--- src/rtl/lfsr_stream.sv ---
// Pseudo-random word source: W-bit LFSR with programmable taps, Fibonacci or
// Galois form, OUT_W bits per word, valid/ready output and lock-up detection.
module lfsr_stream #(
    parameter int            W        = 8,
    parameter int            OUT_W    = 1,
    parameter logic [W-1:0]  DEF_TAPS = 8'hB8
) (
    input  logic             clk,
    input  logic             rst,
    input  logic             cfg_we,
    input  logic [W-1:0]     cfg_taps,
    input  logic             cfg_mode,
    input  logic             seed_valid,
    input  logic [W-1:0]     seed_data,
    output logic             seed_ready,
    output logic             out_valid,
    input  logic             out_ready,
    output logic [OUT_W-1:0] out_data,
    output logic [W-1:0]     state_q,
    output logic             lockup,
    output logic [31:0]      word_cnt
);

    // state | meaning
    // IDLE  | after reset, no word offered, config writable
    // RUN   | word on out_data, advances on accept
    // LOCK  | LFSR collapsed to zero, config writable, waits for a seed
    typedef enum logic [1:0] {
        ST_IDLE = 2'd0,
        ST_RUN  = 2'd1,
        ST_LOCK = 2'd2
    } fsm_t;

    fsm_t         fsm_q, fsm_d;
    logic [W-1:0] lfsr_q, lfsr_d;
    logic [W-1:0] taps_q, taps_d;
    logic         mode_q, mode_d;
    logic [31:0]  cnt_q, cnt_d;

    logic [W-1:0]     q_adv;
    logic [OUT_W-1:0] step_bits;

    // OUT_W chained steps from the registered state; bit i comes from step i.
    always_comb begin
        q_adv     = lfsr_q;
        step_bits = '0;
        for (int i = 0; i < OUT_W; i++) begin
            if (!mode_q) begin
                step_bits[i] = ^(q_adv & taps_q);
                q_adv        = {q_adv[W-2:0], step_bits[i]};
            end else begin
                step_bits[i] = q_adv[W-1];
                q_adv        = {q_adv[W-2:0], 1'b0} ^ (q_adv[W-1] ? taps_q : '0);
            end
        end
    end

    always_comb begin
        fsm_d  = fsm_q;
        lfsr_d = lfsr_q;
        taps_d = taps_q;
        mode_d = mode_q;
        cnt_d  = cnt_q;

        if (cfg_we && (fsm_q != ST_RUN)) begin
            taps_d = cfg_taps;
            mode_d = cfg_mode;
        end

        // A seed overrides any accept in the same cycle.
        if (seed_valid) begin
            lfsr_d = (seed_data == '0) ? W'(1) : seed_data;
            cnt_d  = '0;
            fsm_d  = ST_RUN;
        end else if ((fsm_q == ST_RUN) && out_ready) begin
            if (q_adv == '0) begin
                lfsr_d = '0;
                fsm_d  = ST_LOCK;
            end else begin
                lfsr_d = q_adv;
                if (cnt_q != 32'hFFFF_FFFF) begin
                    cnt_d = cnt_q + 32'd1;
                end
            end
        end
    end

    always_ff @(posedge clk) begin
        if (rst) begin
            fsm_q  <= ST_IDLE;
            lfsr_q <= W'(1);
            taps_q <= DEF_TAPS;
            mode_q <= 1'b0;
            cnt_q  <= '0;
        end else begin
            fsm_q  <= fsm_d;
            lfsr_q <= lfsr_d;
            taps_q <= taps_d;
            mode_q <= mode_d;
            cnt_q  <= cnt_d;
        end
    end

    assign seed_ready = 1'b1;
    assign out_valid  = (fsm_q == ST_RUN);
    assign lockup     = (fsm_q == ST_LOCK);
    assign out_data   = step_bits;
    assign state_q    = lfsr_q;
    assign word_cnt   = cnt_q;

endmodule

--- config.mk ---
export PLATFORM = sky130hd
export DESIGN_NAME = lfsr_stream
export DESIGN_NICKNAME = d
export VERILOG_FILES = /design/src/rtl/lfsr_stream.sv
export SDC_FILE = /design/constraint.sdc
export NUM_CORES = 1
export LEC_CHECK = 0
export ABC_AREA = 1
export CORE_MARGIN = 1.5
export CORE_UTILIZATION = 52
export CTS_CLUSTER_DIAMETER = 40
export DETAILED_ROUTE_END_ITERATION = 16
export PLACE_DENSITY = 0.86
export SETUP_SLACK_MARGIN = 0.02
export SYNTH_ARGS = -nofsm -noshare
export SYNTH_HDL_FRONTEND = slang
export SYNTH_SLANG_ARGS = --single-unit
export TNS_END_PERCENT = 1
--- constraint.sdc ---
create_clock -name clk -period 2.05 [get_ports clk]
set_input_delay 0.5125 -clock clk [delete_from_list [all_inputs] [get_ports clk]]
set_output_delay 0.5125 -clock clk [all_outputs]
set_load 0.005 [all_outputs]
==> Word-level counts from Yosys, hierarchy flattened <==
Cells that the tools add are included.
{ "word_totals": {"reg_bits": 51, "elab_cells": 35} }
{ "op_classes": {"n_reduce_logical": 11, "muxes": 10, "eq_ne": 4, "add_sub_neg": 1, "bitwise_logic": 3} }
{ "ops": {"columns": ["operator", "n"], "rows": [
  ["$mux W8", 6],
  ["$add A32 B1 Y32 const B", 1],
  ["$ne A32 B32 Y1 const B", 1],
  ["$logic_not A8 Y1", 2],
  ["$and A8 B8 Y8", 1],
  ["$reduce_xor A8 Y1", 1],
  ["$xor A8 B8 Y8", 1],
  ["$mux W1", 4],
  ["$reduce_and A2 Y1", 2],
  ["$reduce_bool A2 Y1", 2],
  ["$reduce_and A3 Y1", 1],
  ["$eq A2 B1 Y1 const B", 1],
  ["$eq A2 B2 Y1 const B", 1],
  ["$logic_and A1 B1 Y1", 2],
  ["$ne A2 B1 Y1 const B", 1],
  ["$reduce_or A2 Y1", 1],
  ["$not A1 Y1", 1]
]} }

==> Longest topological paths before layout <==
{ "depth": {"ltp_word": 7, "ltp_mapped": 15} }

==> Least setup slack after synthesis <==
Ideal clock, no wire load.
{ "synth_path": {"path_kind": "reg2reg", "startpoint": "reg cnt_q[1], in the netlist word_cnt[1]", "endpoint": "reg cnt_q[16], in the netlist word_cnt[16]", "t_arrival_ns": 1.651, "n_path_buf": 1, "path_stages_with_launch": 8, "synth_period_minus_slack_ns": 1.783, "slack_ns": 0.267, "setup_time_ns": 0.132, "cell_sequence": "dfxtp_1 > ha_1 > nand3_1 > nor3_2 > nand4_1 > clkbuf_1 > nand4_1 > a21oi_1"} }
{ "synth_between": {"elab_chain_cells": 2, "word_cells_on_any_way": 3} }
{ "synth_lines": {"columns": ["element", "line_no", "rtl"], "rows": [
  ["start: declaration", "38", "logic [31:0] cnt_q, cnt_d;"],
  ["start signal: assignment", "100", "cnt_q <= cnt_d;"],
  ["branches (longest 2 deep; another with $add A32 B1 Y32)", null, null]
]} }
Parallel ways; which one is timed is not known.
A chain may end at the register's enable or synchronous reset.

==> Final worst setup path <==
{ "layout_path": {"startpoint": "reg taps_q[1]", "endpoint": "out out_data"} }
{ "layout_between": {"elab_chain_cells": 3} }
{ "layout_lines": {"columns": ["element", "line_no", "rtl"], "rows": [
  ["start: declaration", "36", "logic [W-1:0] taps_q, taps_d;"],
  ["start signal: assignment", "98", "taps_q <= taps_d;"],
  ["$and A8 B8 Y8", "49", "step_bits[i] = ^(q_adv & taps_q);"],
  ["$reduce_xor A8 Y1", "49", null],
  ["$mux W1", "48", "if (!mode_q) begin"],
  ["end: declaration", "18", "output logic [OUT_W-1:0] out_data,"]
]} }
No other way between the ends.

==> reports/qor.yml <==
timing:
  max_freq_mhz: 486.5
  fin_crit_ns: 2.056
  hold_ws_ns: 0.4904
  finClkSkew_ns: 0.009631
  finalSetupViolations: 1
  hold_violations: 0
  rsz0062_at_grt: "yes"
  layout_setup_ws_ns: -0.005601
  drv_slew: 0
  fin_crit_sh_pct: 100.3
die:
  design.core.area_sq_um: 5886
  io_pins: 66
  fp.dieW_um: 80.96
  die_area_sq_um: 6555
  die_y_um: 80.96
  rows: 28
  start_util_pct: 53.70
power:
  power_density_nw_per_um2: 478.2
  ir_worst_vdd_mv: 0.3324
  leakage_uw: 0.001704
setup_path:
  critical_path.top_delay_family: "simple AND/OR/NAND/NOR gates"
  cp.required_ns: 1.54
  path_cells: "nand2_1, xnor2_1, nand2_1, nand2_1, nand2_2, nand2_2, nand2_2, nand2_1, buf_2"
  worstPathArrival_ns: 1.54
  endpoint_kind: "primary output"
  critPathBufInv: 1
  crit_slowest_cell: "dfxtp_2"
  cp_common_cell: "nand2_1"
  critPathKind: "reg2out"
  critPathMaxStageDelay_ns: 0.36
  crit_fanout: 3
  cp-start-kind: "flip-flop"
drt:
  num_vias: 3844
  remaining_drc_errors: 0
  vias_per_cell: 5.878
  routed_wl_um: 10400
  first_pass_iters: 6
  drt_iter0_markers: 508
  ant_nets: 0
  routedWlPerCell_um: 15.91
outcome:
  status: "finished, violations left"
  violations: "negative setup slack"
clock_tree:
  ctsLongestPathBuffers: 2
  htree_levels: 2
  clock_sinks: 51
  path_clk_slew_ns: 0.09
  holdBufCountCts: 0
  clk_latency_ns: 0.31
  root_buffer: "clkbuf_8"
  cts_buffers: 5
  cts_tree: "yes"
global_route:
  grt_usage_pct: 30.96
  grt.overflow.total: 0
  grt_pass1_vias: 3320
  grt_max_degree: 33
  grt_pass1_wl_um: 15880
  antenna_found_initial: 0
yosys:
  syn_avg_cell_area_sq_um: 6.530
  synth_cells: 484
  synth-seq-cells: 51
  syn_area_sq_um: 3161
  synth_nets: 507
  synth_warnings: 0
  synthDistinctLibCells: 29
  ys_seq_area_share_pct: 32.30
placement:
  place_hpwl_um: 7201
  post-place-ws_ns: -0.03126
  port_buffers: 64
  gp_congestion: 0.9714
flow_run:
  max_cap_viol_count: 0
hold_path:
  hold_class: "reg2reg"
cells_and_area:
  drive_above_1_share_pct: 17.62
  area_growth_syn_to_layout_pct: 37.25
  layout.nets: 601
  antenna_cells: 0
-- layer usage --
layer,wire length (um),part of all wire [%],vias to the layer above,GRT usage (%)
li1,-,-,1799,-
met1,4392,42,1766,40.15
met2,4874,47,245,52.17
met3,846,8.1,34,5.056
met4,290,2.8,0,10.00
met5,0,0,-,0
-- state kept, by name, summed over array words and instances (netlist names) --
register  flops
word_cnt     32
fsm_q         2
taps_q        8
mode_q        1
state_q       8
-- final timing paths --
check / cells after the start / end / from / slack (ns)
worst min-delay path: 2 / fsm_q[1] / fsm_q[1] / 0.49
worst max register to register: 11 / word_cnt[25] / state_q[7] / 0.09
worst max-delay path: 9 / out_data / taps_q[1] / -0.006
worst min register to register: 2 / fsm_q[1] / fsm_q[1] / 0.49
-- area by class of cell --
class                           count  area [sq um]
Clock buffer                        8         100.1
Fill cell                         487          1548
Inverter                           40         152.6
Multi-Input combinational cell    373          1989
Sequential cell                    51          1040
Tap cell                           75         93.84
Timing Repair Buffer              107         962.2
-- power breakdown --
group          internal [uW]  switching [uW]
logic                    161             213
registers               1020            23.2
clock network            309             348
-- worst reg2reg max path, stage by stage, from the launching register on --
cell and delay, ns:
dfxtp_2 0.35, buf_4 0.11, nand2_2 0.07, inv_4 0.14, nand2_1 0.10, xor2_1 0.19, nand3b_1 0.14, nor2_4 0.17
nand3_4 0.15, nand3_2 0.26, nand2_1 0.10, a21oi_1 0.13
-- through the flow --
step                      cell area (sq um)   TNS [ns]  instances  total power [uW]  util [%]
after global routing                   4338     -1.884        654              2145     73.70
after floorplan                        3161          0        484              1229         -
after detailed placement               4045   -0.03126        637              1374     68.73
after global placement                 4045          0        637              1361     68.73
after CTS                              4182          0        648              2014     71.05
final                                  4338  -0.005601        654              2075     73.70
-- kinds of logic after synthesis --
logic type	Yosys count	synth area share (%)
other	1	0.1187
flip-flops	51	32.30
AO/OA/AOI/OAI	47	8.313
XOR/XNOR	31	8.591
buffers and inverters	62	8.551
AND/OR/NAND/NOR	291	41.73
adder cells (fa/ha/maj)	1	0.3958
-- cell usage after synthesis --
library cell  number  share of area [%]
a21oi_1           34                5.4
a221oi_1           6                1.7
a31oi_1            1               0.20
buf_2              3               0.47
buf_4              1               0.24
buf_6              4                1.4
clkbuf_1          14                1.7
clkinv_1           2               0.24
conb_1             1               0.12
dfxtp_1           51                 32
ha_1               1               0.40
inv_1             36                4.3
inv_2              2               0.24
nand2_1          148                 18
nand3_1           23                3.6
nand3_2            1               0.32
nand3_4            1               0.55
nand3b_1           5                1.2
nand4_1           41                8.1
nor2_1            43                5.1
nor2_2             3               0.59
nor3_1            20                3.2
nor3_2             2               0.63
nor3b_1            1               0.24
nor4_1             3               0.59
o2111ai_1          1               0.28
o21ai_0            5               0.79
xnor2_1            8                2.2
xor2_1            23                6.4
-- placed cells by master (no fill, tap or decap), types with 21 or more instances in the layout --
cell type,instances
nand2_1,131
clkdlybuf4s50_1,63
nor2_1,43
buf_4,42
nand4_1,41
dfxtp_1,36
a21oi_1,34
inv_1,32
nand3_1,23
xor2_1,21
-- timing repair --
item                       in CTS  in global routing
gates resized for setup        15                 36
setup endpoints to repair       1                 33
cloned                          0                  2
hold endpoints to repair        0                  0
buffers inserted                3                  4
pin swaps                       1                 15
No activity file was read; power rests on OpenSTA's default activity.
